### src/rtl/ifetch_stage_if.sv
// Instruction-ROM fetch bus between the fetch stage (master) and a synchronous-read ROM (slave).
interface ifetch_stage_if;
  logic        en;
  logic [31:0] addr;
  logic [31:0] data;

  modport master (output en, output addr, input data);
  modport slave  (input en, input addr, output data);
endinterface

### src/rtl/ifetch_stage.sv
// RV32I instruction-fetch stage: PC, 1-cycle ROM fetch with stall skid buffer,
// not-taken prediction with EX redirects, and the IF/ID pipeline register.
module ifetch_stage #(
  parameter logic [31:0] RESET_PC = 32'h0000_0000,
  parameter logic [31:0] NOP_INST = 32'h0000_0013
) (
  input  logic          clk,
  input  logic          rst_n,
  ifetch_stage_if.master irom,
  input  logic          stall,
  input  logic          redirect,
  input  logic [31:0]   redirect_pc,
  output logic          id_valid,
  output logic [31:0]   id_inst,
  output logic [31:0]   id_pc,
  output logic [31:0]   id_pc4,
  output logic [6:0]    id_opcode,
  output logic [2:0]    id_func3,
  output logic [6:0]    id_func7,
  output logic [15:0]   redirect_cnt
);

  logic [31:0] pc_r;
  logic        req_v_r;
  logic [31:0] req_pc_r;
  logic        skid_v_r;
  logic [31:0] skid_inst_r;
  logic [31:0] skid_pc_r;
  logic        id_valid_r;
  logic [31:0] id_inst_r;
  logic [31:0] id_pc_r;
  logic [31:0] id_pc4_r;
  logic [15:0] redirect_cnt_r;

  logic        fetch_en_s;
  logic [31:0] fetch_addr_s;
  logic [31:0] target_s;

  // Low address bits of the redirect target are dropped, never trapped.
  assign target_s = redirect_pc & ~32'h0000_0003;

  // Fetch request: reset suppresses it, a redirect fetches the target at once.
  always_comb begin
    fetch_en_s   = 1'b0;
    fetch_addr_s = pc_r;
    if (!rst_n) begin
      fetch_en_s = 1'b0;
    end else if (redirect) begin
      fetch_en_s   = 1'b1;
      fetch_addr_s = target_s;
    end else if (stall) begin
      fetch_en_s = 1'b0;
    end else begin
      fetch_en_s = 1'b1;
    end
  end

  // PC, in-flight tracking, skid buffer, IF/ID register and redirect counter.
  always_ff @(posedge clk) begin
    if (!rst_n) begin
      pc_r           <= RESET_PC & ~32'h0000_0003;
      req_v_r        <= 1'b0;
      req_pc_r       <= 32'h0000_0000;
      skid_v_r       <= 1'b0;
      skid_inst_r    <= NOP_INST;
      skid_pc_r      <= 32'h0000_0000;
      id_valid_r     <= 1'b0;
      id_inst_r      <= NOP_INST;
      id_pc_r        <= 32'h0000_0000;
      id_pc4_r       <= 32'h0000_0000;
      redirect_cnt_r <= 16'h0000;
    end else if (redirect) begin
      // Squash both the ID instruction and whatever is returning from the ROM.
      pc_r       <= target_s + 32'h0000_0004;
      req_v_r    <= 1'b1;
      req_pc_r   <= target_s;
      skid_v_r   <= 1'b0;
      id_valid_r <= 1'b0;
      id_inst_r  <= NOP_INST;
      if (redirect_cnt_r != 16'hFFFF) begin
        redirect_cnt_r <= redirect_cnt_r + 16'h0001;
      end else begin
        redirect_cnt_r <= redirect_cnt_r;
      end
    end else if (stall) begin
      if (req_v_r) begin
        skid_inst_r <= irom.data;
        skid_pc_r   <= req_pc_r;
        skid_v_r    <= 1'b1;
        req_v_r     <= 1'b0;
      end else begin
        skid_v_r <= skid_v_r;
      end
    end else begin
      if (skid_v_r) begin
        id_valid_r <= 1'b1;
        id_inst_r  <= skid_inst_r;
        id_pc_r    <= skid_pc_r;
        id_pc4_r   <= skid_pc_r + 32'h0000_0004;
      end else if (req_v_r) begin
        id_valid_r <= 1'b1;
        id_inst_r  <= irom.data;
        id_pc_r    <= req_pc_r;
        id_pc4_r   <= req_pc_r + 32'h0000_0004;
      end else begin
        id_valid_r <= 1'b0;
        id_inst_r  <= NOP_INST;
      end
      pc_r     <= pc_r + 32'h0000_0004;
      req_v_r  <= 1'b1;
      req_pc_r <= pc_r;
      skid_v_r <= 1'b0;
    end
  end

  assign irom.en      = fetch_en_s;
  assign irom.addr    = fetch_addr_s;
  assign id_valid     = id_valid_r;
  assign id_inst      = id_inst_r;
  assign id_pc        = id_pc_r;
  assign id_pc4       = id_pc4_r;
  assign id_opcode    = id_inst_r[6:0];
  assign id_func3     = id_inst_r[14:12];
  assign id_func7     = id_inst_r[31:25];
  assign redirect_cnt = redirect_cnt_r;

endmodule

### src/flat_wrapper.sv
// flat-port wrapper written by rule: the top's interface ports become plain ports
module ifetch_stage_flat 
#(
  parameter logic [31:0] RESET_PC = 32'h0000_0000,
  parameter logic [31:0] NOP_INST = 32'h0000_0013
)
  (clk, rst_n, stall, redirect, redirect_pc, id_valid, id_inst, id_pc, id_pc4, id_opcode, id_func3, id_func7, redirect_cnt, irom_en, irom_addr, irom_data);
  ifetch_stage_if irom_i ();
  input  logic clk;
  input  logic rst_n;
  input  logic stall;
  input  logic redirect;
  input  logic [31:0] redirect_pc;
  output logic id_valid;
  output logic [31:0] id_inst;
  output logic [31:0] id_pc;
  output logic [31:0] id_pc4;
  output logic [6:0] id_opcode;
  output logic [2:0] id_func3;
  output logic [6:0] id_func7;
  output logic [15:0] redirect_cnt;
  output wire logic [$bits(irom_i.en)-1:0] irom_en;
  output wire logic [$bits(irom_i.addr)-1:0] irom_addr;
  input wire logic [$bits(irom_i.data)-1:0] irom_data;
  assign irom_en = irom_i.en;
  assign irom_addr = irom_i.addr;
  assign irom_i.data = irom_data;
  ifetch_stage #(.RESET_PC(RESET_PC), .NOP_INST(NOP_INST)) u_core (.clk(clk), .rst_n(rst_n), .irom(irom_i), .stall(stall), .redirect(redirect), .redirect_pc(redirect_pc), .id_valid(id_valid), .id_inst(id_inst), .id_pc(id_pc), .id_pc4(id_pc4), .id_opcode(id_opcode), .id_func3(id_func3), .id_func7(id_func7), .redirect_cnt(redirect_cnt));
endmodule
### config.mk
export PLATFORM = sky130hd
export DESIGN_NAME = ifetch_stage_flat
export DESIGN_NICKNAME = d
export VERILOG_FILES = /design/src/rtl/ifetch_stage_if.sv /design/src/rtl/ifetch_stage.sv /design/src/flat_wrapper.sv
export SDC_FILE = /design/constraint.sdc
export NUM_CORES = 1
export LEC_CHECK = 0
export CORE_MARGIN = 4
export CORE_UTILIZATION = 52
export DETAILED_ROUTE_END_ITERATION = 7
export GPL_TIMING_DRIVEN = 0
export PLACE_DENSITY = 0.92
export SETUP_SLACK_MARGIN = 0.1
export SYNTH_ARGS = -nofsm -noshare
export SYNTH_HDL_FRONTEND = slang
export SYNTH_SLANG_ARGS = --single-unit
### constraint.sdc
create_clock -name clk -period 4.6 [get_ports clk]
set_input_delay 1.38 -clock clk [delete_from_list [all_inputs] [get_ports clk]]
set_output_delay 1.38 -clock clk [all_outputs]
set_load 0.1 [all_outputs]
Word-level counts from Yosys, hierarchy flattened
Cells that the tools add are included.
{ "totals": {"regBits": 243, "inputBits": 68, "output_inout_bits": 163, "wordCells": 45} }
{ "classes": {"add_sub_neg": 5, "n_eq_ne": 2, "mux": 17, "bitwise_logic": 3, "reduce_logical": 6} }
{ "op_table": {"columns": ["operator", "n"], "rows": [
  ["$mux 32", 12],
  ["$add 32x3->32 const B", 4],
  ["$add 16x1->16 const B", 1],
  ["$ne 16x16->1 const B", 1],
  ["$reduce_and 3->1", 2],
  ["$mux 1", 5],
  ["$not 1->1", 3],
  ["$reduce_or 3->1", 1],
  ["$ne 2x1->1 const B", 1],
  ["$reduce_and 2->1", 1],
  ["$reduce_bool 2->1", 1],
  ["$reduce_or 2->1", 1]
]} }

Logic depth before layout (Yosys ltp)
Gate-level depths: netlist (run 1).
{ "logic_depth": {"depth_word": 3, "ltp_mapped": 14} }

Worst setup path after synthesis (run 1)
OpenSTA, ideal clock, no wires.
{ "synth_timing": {"kind": "input to output", "start": "input port redirect", "end": "output port irom_addr[28]", "t_arrival_ns": 4.596, "path_slack_ns": -1.376, "stages": 7, "cell_sequence": "buf_6 > buf_2 > buf_2 > buf_2 > buf_1 > nand2_1 > o21ai_0"} }
{ "synth_between": {"elab_chain_len": 2} }
{ "synth_lines": {"columns": ["item", "line_no", "rtl"], "rows": [
  ["from (decl)", "flat_wrapper.sv:12", "input logic redirect;"],
  ["$mux 32", "ifetch_stage.sv:48", "end else if (redirect) begin"],
  ["$mux 32", "ifetch_stage.sv:46", "if (!rst_n) begin"],
  ["to (decl)", "flat_wrapper.sv:23", "output wire logic [$bits(irom_i.addr)-1:0] irom_addr;"]
]} }
No other way between the ends.

Final worst setup path (run 1)
{ "layout_timing": {"start": "input port rst_n", "end": "output port irom_addr[28]"} }
{ "layout_between": {"elab_chain_len": 1} }
{ "layout_lines": {"columns": ["item", "line_no", "rtl"], "rows": [
  ["from (decl)", "flat_wrapper.sv:10", "input logic rst_n;"],
  ["$mux 32", "ifetch_stage.sv:46", null]
]} }
No other way between the ends.

==> impl_metrics.json, run 1 <==
{
  "core_area_um2": 21300,
  "worstPathArrival_ns": 3.13,
  "grt_pass1_wl_mm": 61.9,
  "min_from": "u_core.id_pc4[4]",
  "grt_overflow": 0,
  "synth.ff_latch_count": 233,
  "r2r_cells": 12,
  "critPathMaxStageDelay_ns": 0.50,
  "final_common_cell": "dfxtp_1",
  "cts.clk_slew.worst_paths_ns": 0.06,
  "cp-start-kind": "input port",
  "cts_buffers": 24,
  "nets": 1762,
  "io_buffer_count": 219,
  "path_cells": "clkbuf_2 -> inv_1 -> clkbuf_1 -> clkbuf_2 -> o21ai_2 -> buf_4",
  "utilization_pct": 70.0,
  "end_kind": "primary output",
  "setup_tns_ns": 0,
  "worstHoldEndpoint": "u_core.id_pc4[4]",
  "initial_utilization_pct": 53.5,
  "leakagePower_nw": 5.37,
  "hold_violations": 0,
  "die_h_um": 156,
  "synth_ff_type": "dfxtp_1",
  "total_power_mw": 5.30,
  "drt-total-wl_mm": 39.8,
  "startpoint": "rst_n",
  "drive_gt1_share_pct": 10.4,
  "min_period_ns": 4.51,
  "rsz0062_at_grt": "yes",
  "grt_max_degree": 20,
  "drt_iter0_drc": 1481,
  "grt.total_usage_pct": 31.2,
  "cp_data_required_time_ns": 3.22,
  "antenna_found_initial": 1,
  "hold_path.class": "reg2reg",
  "setup_viol": 0,
  "die_w_um": 156,
  "r2r_setup_slack_ns": 0.82,
  "ios": 231,
  "syn-mean-instance-area_um2": 7.91,
  "die_area_um2": 24300,
  "place_congestion": 0.950,
  "cts_buffer_depth": 3,
  "synthArstFlopShare_pct": 0,
  "path_common_cell": "clkbuf_2",
  "r2r-start": "u_core.skid_v_r",
  "maxSlewViolCount": 0,
  "cts_hold_buf": 0,
  "yosysWarnings": 0,
  "avgRoutedWirePerCell_um": 20.0,
  "setup.worst_path.class": "in2out",
  "slew_headroom_pct": 32.6,
  "drv_cap": 0,
  "dp.cells": 1938,
  "post_dp_cell_area_um2": 14000,
  "cts_tree": "done",
  "syn_area_um2": 11400,
  "synthCells": 1439,
  "area_growth_pct": 30.8,
  "dp_hpwl_mm": 28.7,
  "fillers": 1595,
  "final_cells": 1985,
  "reg2reg_to": "u_core.id_pc4[28]",
  "power_density_nw_per_um2": 356,
  "tightest_slew_ns": 1.00,
  "clkLatencyLatePin_ns": 0.52,
  "cpMaxStageDelayCell": "clkbuf_1",
  "htree_levels": 1,
  "finalCritPeriodShare_pct": 98.1,
  "final_cell_mix": "dfxtp_1, nand2_1, clkdlybuf4s50_1, nor2_1, a21oi_1",
  "cp_max_fo": 10,
  "ant_nets": 0,
  "ys_types": 64,
  "clock-sinks": 233,
  "outcome": "finished, final reports clean",
  "ir_drop_uv": 232,
  "hold_path_depth": 2,
  "fin_worst_skew_ns": 0.00915,
  "root_buffer": "clkbuf_16",
  "via_count": 12200,
  "design_area_um2": 14900,
  "drc": 0,
  "placementRows": 53,
  "viasPerCell": 6.14,
  "fmax_ghz": 0.221,
  "synth_edf_count": 0,
  "yosysSeqAreaShare_pct": 41.0,
  "grt_pass1_vias": 11800,
  "firstDrtPassIters": 6
}
cell usage after synthesis, drive strengths merged (5+ instances only):
master,n,area share [%]
a22oi,14,0.97
nand3,72,3.2
a21oi,169,7.4
o211ai,11,0.73
o22ai,5,0.27
nand4b,6,0.46
clkbuf,73,2.4
xor2,28,2.2
mux2i,50,4.4
a221o,6,0.53
nand3b,20,1.4
nor3,14,0.62
buf,53,2.9
or3,17,0.93
xnor2,26,2.0
mux2,18,1.8
a211oi,42,2.8
nor4,7,0.44
inv,12,0.40
nand2b,5,0.27
o21ai,55,2.4
nor2b,5,0.27
and3,34,1.9
nor2,156,5.1
nand2,222,7.3
nand4,28,1.6
dfxtp,233,41
critical path, delay by kind of cell:
kind            cells  cell delay, ns
compound gates      1            0.13
buf+inv             5            1.61
cell type report:
| class | count | area (µm²) | share of cell area [%] |
|---|---|---|---|
| sequential | 233 | 4660 | 31.3 |
| clock inverter | 7 | 110 | 0.739 |
| buffer | 125 | 642 | 4.31 |
| antenna | 1 | 2.50 | 0.0168 |
| clock buffer | 37 | 711 | 4.77 |
| timing repair buffer | 222 | 2150 | 14.5 |
| tap | 275 | 344 | 2.31 |
| multi-input combinational | 1073 | 6230 | 41.8 |
| inverter | 12 | 45.0 | 0.302 |
registers in the layout (all words and copies together) (netlist names):
signal               flops
u_core.id_valid          1
u_core.redirect_cnt     16
u_core.id_inst          32
u_core.skid_v_r          1
u_core.id_pc4           30
u_core.skid_pc_r        30
u_core.skid_inst_r      32
u_core.req_pc_r         30
u_core.pc_r             30
u_core.id_pc            30
u_core.req_v_r           1
worst max-delay path by stage:
stage                     to  slack [ns]  cells after the start
2_1_floorplan  irom_addr[28]       -0.10                      7
3_3_place_gp   irom_addr[28]       -1.26                      8
3_5_place_dp   irom_addr[28]       -1.31                      8
4_1_cts        irom_addr[28]        0.09                      8
5_1_grt        irom_addr[28]        0.07                      6
6_report       irom_addr[28]        0.09                      6
power by group:
group          leakage [nW]  switching (mW)  internal (mW)
combinational          3.07           0.793          0.291
clock                 0.404           0.811           1.23
sequential             1.90          0.0831           2.09
total                  5.37            1.69           3.61
stage by stage:
step	setup WS, ns	hold WS, ns
after global placement	-1.26	0.433
after CTS	0.0926	0.454
after global routing	0.0710	0.474
final	0.0853	0.450
after detailed placement	-1.31	0.438
after floorplan	-0.104	0.436
cell families (layout without fill, tap and decap cells):
group                    after synthesis  after routing  share of synthesized area, %
adder cells (fa/ha/maj)                3              3                         0.330
AO/OA/AOI/OAI                        340            340                          18.1
AND/OR/NAND/NOR                      602            602                          24.6
XOR/XNOR                              54             54                          4.15
multiplexers                          68             68                          6.18
flip-flops                           233            233                          41.0
other                                  1              7                        0.0329
buffers and inverters                138            403                          5.69
per-layer routing:
layer	part of all wire (%)	wire, µm	vias up	global-route usage [%]
li1	-	-	5557	-
met1	39	15300	5651	39.9
met2	46	18200	832	51.3
met3	11	4530	149	6.57
met4	4.4	1730	0	13.0
met5	0	0	-	0
timing repair:
item                                    CTS  global route
resized for setup                       167            10
endpoints found under the setup margin   39            10
pin swaps                                 0             1
buffers inserted                          0             3
(Power assumes the default switching activity.)
==> run 2, diff against run 1 <==
Settings changed: ABC_AREA set to 1.
==> run 2 against run 1 <==
The flow now finishes with violations (setup timing); total power rose by 4.7%; critical path depth fell by 1; sequential cell count did not move; critical endpoint is now irom_addr[25]; highest routed layer unchanged.
==> impl_metrics.json, run 2 <==
{
  "place_congestion": 0.966,
  "hold_path.class": "reg2reg",
  "ir_drop_uv": 275,
  "cts.clk_slew.worst_paths_ns": 0.06,
  "firstDrtPassIters": 8,
  "ios": 231,
  "yosysMostFrequentCell": "nand2_1",
  "grt.total_usage_pct": 30.6,
  "final_common_cell": "nand2_1",
  "post-cts-setup-buffers": 0,
  "hold_violations": 0,
  "multiInputGateArea_um2": 5590,
  "fmax_ghz": 0.217,
  "core_area_um2": 21300,
  "grt_pass1_wl_mm": 61.1,
  "rsz0062_at_grt": "yes",
  "cp-start-kind": "input port",
  "io_buffer_count": 220,
  "synth.area.top_cells": "dfxtp_1, nand2_1, o21ai_0",
  "placementRows": 53,
  "synthArstFlopShare_pct": 0,
  "grt_pass1_vias": 11800,
  "p_sw_share_pct": 32.4,
  "leakagePower_nw": 6.21,
  "end_kind": "primary output",
  "setup_viol": 1,
  "violations": "setup timing",
  "p_seq_share_pct": 39.0,
  "antenna_found_initial": 0,
  "drt-total-wl_mm": 39.1,
  "internal_power_mw": 3.75,
  "drv_cap": 0,
  "grt_max_degree": 15,
  "switchingPower_mw": 1.80,
  "syn_area_um2": 11400,
  "worst_hold_slack_ns": 0.461,
  "synth.top_cell.area_share_pct": 40.9,
  "use_met3_pct": 5.55,
  "fin_worst_skew_ns": 0.0117,
  "drt_iter0_drc": 1310,
  "maxSlewViolCount": 0,
  "final_cell_mix": "nand2_1, dfxtp_1, nor2_1, clkdlybuf4s50_1, o21ai_0",
  "ys_types": 47,
  "synth_ff_type": "dfxtp_1",
  "die_area_um2": 24400,
  "fillers": 1713,
  "grt.busiest_layer": "met2",
  "clock-sinks": 233,
  "synthCells": 1693,
  "setup_tns_ns": -0.0110,
  "syn-mean-instance-area_um2": 6.74,
  "outcome": "finished, violations left",
  "worstPathArrival_ns": 3.23,
  "r2r_setup_slack_ns": 2.35,
  "tightest_slew_ns": 1.02,
  "avgRoutedWirePerCell_um": 17.5,
  "setup_slack_ns": -0.0110,
  "die_h_um": 156,
  "clockPowerShare_pct": 40.2,
  "drive_gt1_share_pct": 11.0,
  "slew_headroom_pct": 31.5,
  "cts_buffers": 25,
  "grt_overflow": 0,
  "die_w_um": 156,
  "finalCritPeriodShare_pct": 100,
  "htree_levels": 1,
  "clkLatencyLatePin_ns": 0.54,
  "final-seq-area_um2": 4660,
  "synth_top_area_cell": "dfxtp_1",
  "power_density_nw_per_um2": 373,
  "cts_tree": "done",
  "initial_utilization_pct": 53.6,
  "grtUsageMet2_pct": 49.9,
  "root_buffer": "clkbuf_16",
  "place_ws_ns": -0.996,
  "n_antenna_cell": 0,
  "grt_util_met1_pct": 40.4,
  "setup.worst_path.class": "in2out",
  "pwr-share-comb_pct": 20.8,
  "nets": 2016,
  "yosysWarnings": 0,
  "min_period_ns": 4.61,
  "synth_edf_count": 0,
  "cp_max_fo": 10,
  "viasPerCell": 5.63,
  "synthTopCellsByCount": "nand2_1, dfxtp_1, nor2_1",
  "synth.ff_latch_count": 233,
  "drc": 0,
  "dp_hpwl_mm": 28.8,
  "cts_buffer_depth": 3,
  "ant_nets": 0,
  "area_growth_pct": 30.3,
  "yosysSeqAreaShare_pct": 40.9,
  "cp_data_required_time_ns": 3.22,
  "via_count": 12600
}
run 2: worst paths after layout:
kind,cells past startpoint,end,startpoint
setup / recovery,5,irom_addr[25],rst_n
hold / removal,2,u_core.id_valid,u_core.id_valid
setup reg to reg,14,u_core.id_pc4[30],u_core.skid_v_r
hold reg to reg,2,u_core.id_valid,u_core.id_valid
run 2: repair_timing:
action                     in CTS  in global routing
hold buffers                    0                  0
resized for setup             172                 20
pin swaps                       0                  0
setup endpoints to repair      31                 18
run 2: cell type report:
| type | count | share of cell area, % |
|---|---|---|
| clock buffers | 30 | 4.60 |
| multi-input cells | 1200 | 37.6 |
| plain buffers | 112 | 4.31 |
| repair buffers | 220 | 14.4 |
| well taps | 275 | 2.31 |
| inverters | 153 | 3.86 |
| flip-flops and latches | 233 | 31.4 |
| clock inverters | 16 | 1.59 |
run 2: metal layers:
metal / share of wire [%] / vias to the layer above
li1: - / 5971
met1: 40 / 5740
met2: 46 / 766
met3: 10 / 122
met4: 3.9 / 0
met5: 0 / -
run 2: critical path, cell delays in order:
cell and delay [ns]:
clkbuf_1 0.40, clkbuf_1 0.70, nand2_1 0.16, o21ai_1 0.13, buf_2 0.45
run 2: logic make-up (layout without fill, tap and decap cells):
kind of cell / after synthesis / count (layout) / share of synthesized area (%)
simple gates: 775 / 775 / 28.2
compound gates: 407 / 407 / 19.3
buf+inv: 265 / 531 / 10.5
flops: 233 / 233 / 40.9
xor+xnor: 9 / 9 / 0.691
fa+ha+maj: 3 / 3 / 0.329
other cells: 1 / 6 / 0.0329
run 2: power by group through the flow:
| stage | Combinational (mW) | Clock (mW) | Sequential, mW |
|---|---|---|---|
| floorplan | 0.604 | 0 | 2.41 |
| global placement | 1.12 | 0 | 2.20 |
| detailed placement | 1.14 | 0 | 2.20 |
| CTS | 1.14 | 2.23 | 2.16 |
| global route | 1.21 | 2.32 | 2.17 |
| finish | 1.15 | 2.23 | 2.16 |
run 2: per-stage QoR:
stage	area, µm²	power [mW]	util, %	std cells
after floorplan	11500	3.02	-	1698
after global placement	14000	3.32	65.8	2193
after detailed placement	14000	3.34	65.8	2193
after CTS	14800	5.53	69.7	2239
after global routing	14900	5.71	69.8	2239
final	14900	5.55	69.8	2239
==> run 3, diff against run 2 <==
Settings changed: REMOVE_ABC_BUFFERS set to 1.
==> run 3 against run 2 <==
The flow now finishes without violations; clock-buffer cell count unchanged; sequential power hardly changed; sequential share of layout area is 1.0 points higher; critical path depth is 1 lower; global-route usage shrank 4.1 points; clock skew fell by 0.00091 ns; first-iteration DRC count decreased by 8.7%; largest cell class unchanged.
==> impl_metrics.json, run 3 (synthesis gave the netlist of run 2 again) <==
{
  "drt_iter0_drc": 1196,
  "firstDrtPassIters": 5,
  "drc": 0,
  "antenna_found_initial": 0,
  "grt_pass1_wl_mm": 54.2,
  "cts_tree": "done",
  "clkLatencyLatePin_ns": 0.52,
  "cts.clk_slew.worst_paths_ns": 0.06,
  "tightest_slew_ns": 1.17,
  "place_ws_ns": -2.39,
  "final_cell_mix": "nand2_1, dfxtp_1, nor2_1, o21ai_0, clkdlybuf4s50_1",
  "fin_worst_skew_ns": 0.0108,
  "min_from": "u_core.skid_pc_r[2]",
  "worstPathArrival_ns": 3.10,
  "finalCritPeriodShare_pct": 97.4,
  "grt_max_degree": 81,
  "placementRows": 53,
  "cp_data_required_time_ns": 3.22,
  "dp_hpwl_mm": 23.2,
  "ir_drop_uv": 293,
  "cp_max_fo": 80,
  "hold_violations": 0,
  "drv_cap": 0,
  "area_growth_pct": 26.3,
  "n_antenna_cell": 0,
  "final_cells": 2135,
  "setup_viol": 0,
  "grt_overflow": 0,
  "post-cts-setup-buffers": 0,
  "die_h_um": 156,
  "io_buffer_count": 222,
  "via_count": 11800,
  "fillers": 1724,
  "power_density_nw_per_um2": 375,
  "hold_path.class": "reg2reg",
  "rsz0062_at_grt": "yes",
  "end_kind": "primary output",
  "leakagePower_nw": 5.89,
  "die_area_um2": 24400,
  "setup_slack_ns": 0.120,
  "maxSlewViolCount": 0,
  "grt_pass1_vias": 10900,
  "drive_gt1_share_pct": 8.44,
  "min_period_ns": 4.48,
  "r2r-start": "u_core.skid_v_r",
  "place_congestion": 0.926,
  "initial_utilization_pct": 53.6,
  "viasPerCell": 5.51,
  "grt.total_usage_pct": 26.6,
  "setup.worst_path.class": "in2out",
  "design_area_um2": 14400,
  "startpoint": "rst_n",
  "ios": 231,
  "cts_buffers": 25,
  "nets": 1914,
  "dp.cells": 2090,
  "cp-start-kind": "input port",
  "utilization_pct": 67.7,
  "core_area_um2": 21300,
  "slew_headroom_pct": 21.5,
  "ant_nets": 0,
  "final_common_cell": "nand2_1",
  "drt-total-wl_mm": 33.8,
  "htree_levels": 1,
  "fmax_ghz": 0.223,
  "worst_hold_slack_ns": 0.454,
  "clock-sinks": 233,
  "post_dp_cell_area_um2": 13500,
  "die_w_um": 156,
  "avgRoutedWirePerCell_um": 15.8,
  "cts_buffer_depth": 3,
  "outcome": "finished, final reports clean",
  "root_buffer": "clkbuf_16"
}
## run 3: cell count changes in the layout (fill, tap and decap cells not counted), moves of 4 or more
| cell | before | now |
|---|---|---|
| clkbuf_1 | 47 | 2 |
| o21ai_0 | 161 | 192 |
| buf_4 | 36 | 6 |
| o21ai_1 | 48 | 24 |
| clkbuf_4 | 12 | 0 |
| clkdlybuf4s15_2 | 1 | 13 |
| buf_2 | 23 | 12 |
| buf_6 | 11 | 1 |
| clkbuf_2 | 8 | 0 |
| o21ai_2 | 24 | 17 |
| buf_16 | 0 | 4 |
## run 3: path summary, 6_finish.rpt
| kind | to | slack, ns | cells past startpoint |
|---|---|---|---|
| max | irom_addr[24] | 0.12 | 4 |
| min | u_core.skid_pc_r[2] | 0.45 | 2 |
| min reg2reg | u_core.skid_pc_r[2] | 0.45 | 2 |
| max reg2reg | u_core.id_pc4[30] | 2.13 | 13 |
## run 3: area by class of cell
cell class              instances  area, µm²  share of cell area [%]
multi-input cells            1200       5580                    38.8
flip-flops and latches        233       4670                    32.4
repair buffers                230       2350                    16.3
clock buffers                  30        674                    4.68
inverters                     153        584                    4.05
well taps                     275        344                    2.39
clock inverters                14        205                    1.42
## run 3: layer usage
metal / wire length (µm) / track usage [%]
met5: 0 / 0
met4: 1280 / 11.4
met3: 2380 / 3.36
met2: 15800 / 43.1
met1: 14300 / 35.8
## run 3: timing repair
action,CTS,global route
endpoints found under the hold margin,0,0
hold buffers,0,0
resized for setup,168,8
setup endpoints to repair,145,20
## run 3: worst max-delay path, cell delays in order
cell	delay [ns]
buf_6	0.42
inv_6	0.37
o21ai_0	0.25
clkdlybuf4s18_2	0.56
## run 3: report_power, final
part	internal, mW	switching (mW)
combinational	0.257	0.831
sequential	2.11	0.0513
clock	1.33	0.832
## run 3: metrics by stage
stage / power [mW] / setup TNS [ns]
floorplan: 2.95 / -14.99
global placement: 3.26 / -1086.97
detailed placement: 3.29 / -183.49
CTS: 5.42 / 0
global route: 5.59 / 0
finish: 5.41 / 0
